**src/rtl/rr_mux_stream_if.sv**
```systemverilog
// Handshake bundle for rr_mux_stream: per-channel input streams, mode/select
// controls and the single registered output stream.
interface rr_mux_stream_if #(
  parameter int N        = 1,
  parameter int CHANNELS = 16
);
  localparam int SEL_W = $clog2(CHANNELS);

  logic [CHANNELS*N-1:0] in_data;
  logic [CHANNELS-1:0]   in_valid;
  logic [CHANNELS-1:0]   in_ready;
  logic                  mode;
  logic [SEL_W-1:0]      switch;
  logic [N-1:0]          out_data;
  logic [SEL_W-1:0]      out_channel;
  logic                  out_valid;
  logic                  out_ready;

  modport slave (
    input  in_data, in_valid, mode, switch, out_ready,
    output in_ready, out_data, out_channel, out_valid
  );

  modport master (
    output in_data, in_valid, mode, switch, out_ready,
    input  in_ready, out_data, out_channel, out_valid
  );
endinterface

```
**src/rtl/rr_mux_stream.sv**
```systemverilog
// Registered CHANNELS-to-1 stream mux with direct or round-robin selection
// and a one-entry output register (one-cycle latency, full throughput).
module rr_mux_stream #(
  parameter int N        = 1,
  parameter int CHANNELS = 16
) (
  input logic           clk,
  input logic           rst,
  rr_mux_stream_if.slave bus
);
  localparam int SEL_W = $clog2(CHANNELS);

  logic                 load_en;
  logic                 grant_valid;
  logic [SEL_W-1:0]     grant;
  logic [SEL_W-1:0]     cand;
  logic [SEL_W-1:0]     ptr_p0;
  logic signed [N-1:0]  data_p0;
  logic [SEL_W-1:0]     chan_p0;
  logic                 vld_p0;

  assign load_en = !vld_p0 || bus.out_ready;

  always_comb begin
    grant_valid = 1'b0;
    grant       = '0;
    cand        = '0;
    if (!bus.mode) begin
      if ({1'b0, bus.switch} < (SEL_W+1)'(CHANNELS) && bus.in_valid[bus.switch]) begin
        grant_valid = 1'b1;
        grant       = bus.switch;
      end
    end else begin
      // Scan starts just past the last winner so it drops to lowest priority.
      for (int k = 1; k <= CHANNELS; k++) begin
        cand = SEL_W'((int'(ptr_p0) + k) % CHANNELS);
        if (!grant_valid && bus.in_valid[cand]) begin
          grant_valid = 1'b1;
          grant       = cand;
        end
      end
    end
  end

  always_comb begin
    bus.in_ready = '0;
    if (!rst && load_en && grant_valid)
      bus.in_ready[grant] = 1'b1;
  end

  // Stage p0: output register and round-robin pointer
  always_ff @(posedge clk) begin
    if (rst) begin
      vld_p0  <= 1'b0;
      data_p0 <= '0;
      chan_p0 <= '0;
      ptr_p0  <= SEL_W'(CHANNELS - 1);
    end else if (load_en) begin
      vld_p0 <= grant_valid;
      if (grant_valid) begin
        data_p0 <= bus.in_data[int'(grant)*N +: N];
        chan_p0 <= grant;
        ptr_p0  <= grant;
      end
    end
  end

  assign bus.out_data    = data_p0;
  assign bus.out_channel = chan_p0;
  assign bus.out_valid   = vld_p0;
endmodule
```
**src/flat_wrapper.sv**
```systemverilog
// flat-port wrapper written by rule: the top's interface ports become plain ports
module rr_mux_stream_flat 
#(
  parameter int N        = 1,
  parameter int CHANNELS = 16
)
  (clk, rst, bus_in_data, bus_in_valid, bus_mode, bus_switch, bus_out_ready, bus_in_ready, bus_out_data, bus_out_channel, bus_out_valid);
  rr_mux_stream_if #(.N(N), .CHANNELS(CHANNELS)) bus_i ();
  input logic clk;
  input logic rst;
  input wire logic [$bits(bus_i.in_data)-1:0] bus_in_data;
  input wire logic [$bits(bus_i.in_valid)-1:0] bus_in_valid;
  input wire logic [$bits(bus_i.mode)-1:0] bus_mode;
  input wire logic [$bits(bus_i.switch)-1:0] bus_switch;
  input wire logic [$bits(bus_i.out_ready)-1:0] bus_out_ready;
  output wire logic [$bits(bus_i.in_ready)-1:0] bus_in_ready;
  output wire logic [$bits(bus_i.out_data)-1:0] bus_out_data;
  output wire logic [$bits(bus_i.out_channel)-1:0] bus_out_channel;
  output wire logic [$bits(bus_i.out_valid)-1:0] bus_out_valid;
  assign bus_i.in_data = bus_in_data;
  assign bus_i.in_valid = bus_in_valid;
  assign bus_i.mode = bus_mode;
  assign bus_i.switch = bus_switch;
  assign bus_i.out_ready = bus_out_ready;
  assign bus_in_ready = bus_i.in_ready;
  assign bus_out_data = bus_i.out_data;
  assign bus_out_channel = bus_i.out_channel;
  assign bus_out_valid = bus_i.out_valid;
  rr_mux_stream #(.N(N), .CHANNELS(CHANNELS)) u_core (.clk(clk), .rst(rst), .bus(bus_i));
endmodule
```
**config.mk**
```make
export PLATFORM = sky130hd
export DESIGN_NAME = rr_mux_stream_flat
export DESIGN_NICKNAME = d
export VERILOG_FILES = /design/src/rtl/rr_mux_stream_if.sv /design/src/rtl/rr_mux_stream.sv /design/src/flat_wrapper.sv
export SDC_FILE = /design/constraint.sdc
export NUM_CORES = 1
export LEC_CHECK = 0
export BUFFER_PORTS_ARGS = -buffer_cell sky130_fd_sc_hd__buf_4
export CAP_MARGIN = 10
export CORE_UTILIZATION = 35
export CTS_BUF_LIST = sky130_fd_sc_hd__clkbuf_8
export DETAILED_ROUTE_END_ITERATION = 8
export GPL_TIMING_DRIVEN = 0
export SLEW_MARGIN = 20
export SYNTH_ARGS = -nofsm -noshare
export SYNTH_HDL_FRONTEND = slang
export SYNTH_SLANG_ARGS = --single-unit
export TNS_END_PERCENT = 5
```
**constraint.sdc**
```tcl
create_clock -name clk -period 5.29 [get_ports clk]
set_input_delay 0.7935 -clock clk [delete_from_list [all_inputs] [get_ports clk]]
set_output_delay 0.7935 -clock clk [all_outputs]
set_load 0.005 [all_outputs]
```
==> results.txt <==
Largest net degree at the start of global routing -> 22
Critical path type -> flop to primary output
Adder-Cell Fraction of Synth Area -> 3.12%
Cell Area, Synth -> 3200 um^2
First-pass GRT wire length -> 18700 um
Total Nets Final -> 516
Worst setup margin -> 0.110 ns
Post-DP HPWL -> 8820 um
Yosys reg bits -> 10
CP Data Required Time -> 4.50 ns
R2R Path Start -> u_core.ptr_p0[2]
Clk_skew -> 0.00399 ns
Gpl congestion -> 0.962
Via count -> 3675
Syn nets -> 425
Clock slew at the register clock pins of the worst setup and hold paths -> 0.05 ns
Failing checks -> DRC
Root buffer cell -> clkbuf_8
Most area-consuming cells after synthesis -> mux4_2, mux2i_1, mux2_2
Final Hold Fails -> 0
Crit path from -> u_core.ptr_p0[2]
Worst slew margin -> 47.6%
Hold_buf cts -> 0
Largest area contributor in the netlist -> mux4_2
Critical Path Sink Type -> primary output
Placeable Area -> 8810 um^2
Post-DRT Antenna Nets -> 0
Die width -> 97.7 um
Max FO, Critical Path -> 10
Yosys Warn Count -> 0
FF-to-FF path depth -> 17
HP Class -> flop to flop
Worst Hold Launch -> u_core.bus.out_channel[0]
Pre-CTS setup slack -> -1.27 ns
Total wire length -> 11800 um
Number of enable flip-flop cells after synthesis -> 0
Total track usage -> 24.5%
Compound-Gate Fraction of Synth Area -> 21.8%
Largest family of logic cells by synthesized area -> multiplexers
Synth top area share -> 20.4%
Die height -> 97.7 um
Commonest non-fill, non-tap cell in the layout -> buf_4
Diodes inserted -> 0
FP Rows -> 34
Simple-Gate Fraction of Synth Area -> 20.3%
Ys flop type -> dfxtp_1
Min Tclk post-route -> 5.18 ns
Initial Util -> 36.4%
Post-synthesis cell count -> 377
Slew @ Worst Pin -> 0.786 ns
I/O pin count -> 62
Post-synthesis sequential area ratio -> 6.25%
Die ar. -> 9540 um^2
Worst-Skew Late Latency -> 0.23 ns
Clock sinks -> 10
CP arrival -> 4.39 ns
Commonest cells after routing, fill and taps aside -> buf_4, nor2_1, mux2i_1
Mux contribution to synthesized area -> 40.7%
PortBufs -> 60
R2R Setup Slk -> 0.73 ns
DR pass1 iterations -> 7
Drt via density -> 6.39
Cell depth of the worst hold path -> 2
Post-synth cell types -> 70
CTS tree -> yes
Fraction of registers with async set/reset -> 0%
Area added between synthesis and finish -> 34.6%
Vias in the first global route -> 3449
Slew Limit Fails -> 0
CP Launch Type -> flop
Max Fclk -> 193 MHz
Final Setup Violations -> 0
Max-cap viol count -> 0
Final period util -> 97.9%
Status -> finished, violations left
Longest Clk Path Bufs -> 2
Mean Syn Cell Area -> 8.50 um^2
Initial antenna violation count -> 0
H-tree depth -> 1
CTS buffer count -> 3
Avg WL per Cell -> 20.6 um
DRC violations left -> 2
Gr ovfl total -> 0
DR iter-0 viols -> 337
Post-synthesis xor/xnor area fraction -> 2.73%
Share of post-route cells with drive strength above 1 -> 44.3%
==> through the flow <==
step	hold WS (ns)	cell area, um^2	cells	TNS (ns)	util, %
floorplan	0.460	3200	377	0	-
global placement	0.467	3790	545	-21.47	43.0
detailed placement	0.476	3790	545	-22.56	43.0
CTS	0.484	4160	564	0	47.3
global route	0.496	4310	575	-0.0771	49.0
finish	0.478	4310	575	0	49.0
==> cells in the mapped netlist, types with 3 or more instances <==
| cell | instances |
|---|---|
| or3_1 | 3 |
| nor2_1 | 41 |
| o22ai_1 | 4 |
| inv_1 | 14 |
| a22oi_1 | 3 |
| nor2b_1 | 4 |
| clkbuf_1 | 14 |
| ha_1 | 8 |
| dfxtp_1 | 10 |
| mux2i_1 | 38 |
| o21ai_0 | 11 |
| xnor2_1 | 6 |
| buf_2 | 5 |
| and2_1 | 5 |
| a21oi_1 | 21 |
| o31ai_1 | 4 |
| xor2_1 | 4 |
| o311ai_0 | 3 |
| a31oi_1 | 3 |
| nand3_1 | 8 |
| o22a_1 | 3 |
| nor3_1 | 11 |
| o211a_1 | 3 |
| nor4_1 | 3 |
| nand2b_1 | 13 |
| mux4_2 | 29 |
| mux2_2 | 22 |
| nand2_1 | 20 |
| o211ai_1 | 4 |
| a221o_1 | 3 |
| nand4_1 | 3 |
==> registers in the layout, summed over array words and instances (netlist names) <==
register	cells
u_core.ptr_p0	4
u_core.bus.out_data	1
u_core.bus.out_valid	1
u_core.bus.out_channel	4
==> layer usage <==
layer	GRT usage [%]	vias up	part of all wire, %
li1	-	1660	-
met3	3.53	24	7.0
met5	0	-	0
met4	7.23	0	2.2
met2	39.6	187	48
met1	33.8	1804	43
==> critical path: stages, from the launching register on <==
cell and delay, ns:
dfxtp_2 0.43, buf_6 0.21, buf_6 0.19, clkinvlp_4 0.19, ha_1 0.27, a21boi_0 0.17
xnor2_2 0.35, mux4_2 0.44, nor4_4 0.31, buf_4 0.18, nand4_4 0.17, o31ai_4 0.31
o211ai_2 0.15, a21oi_4 0.22, nand4_1 0.23, nor2_1 0.17, buf_4 0.12
==> what timing repair did <==
action                                  in CTS  in global routing
pin swaps                                   20                 11
setup buffers                               18                 14
endpoints found under the hold margin        0                  0
endpoints found under the setup margin      25                 16
resized for setup                           49                 26
==> layout make-up <==
class                   count  area, um^2
repair buffers             92         694
plain buffers              17         119
fillers                   810        4490
flip-flops and latches     10         209
clock buffers               4        55.1
inverters                  15        68.8
well taps                 108         135
multi-input cells         329        3030
==> final timing paths <==
kind,end
max,bus_in_ready[8]
min,u_core.bus.out_channel[0]
max reg2reg,u_core.bus.out_data
min reg2reg,u_core.bus.out_channel[0]
==> cells by family after synthesis <==
kind of cell / Yosys count
AO/OA/AOI/OAI: 96
XOR/XNOR: 10
adder cells (fa/ha/maj): 8
buffers and inverters: 38
flip-flops: 10
multiplexers: 91
AND/OR/NAND/NOR: 124
Power is left out: the tool's default activity adds up to more than one toggle a clock period on the data nets, which glitch-free logic cannot reach.
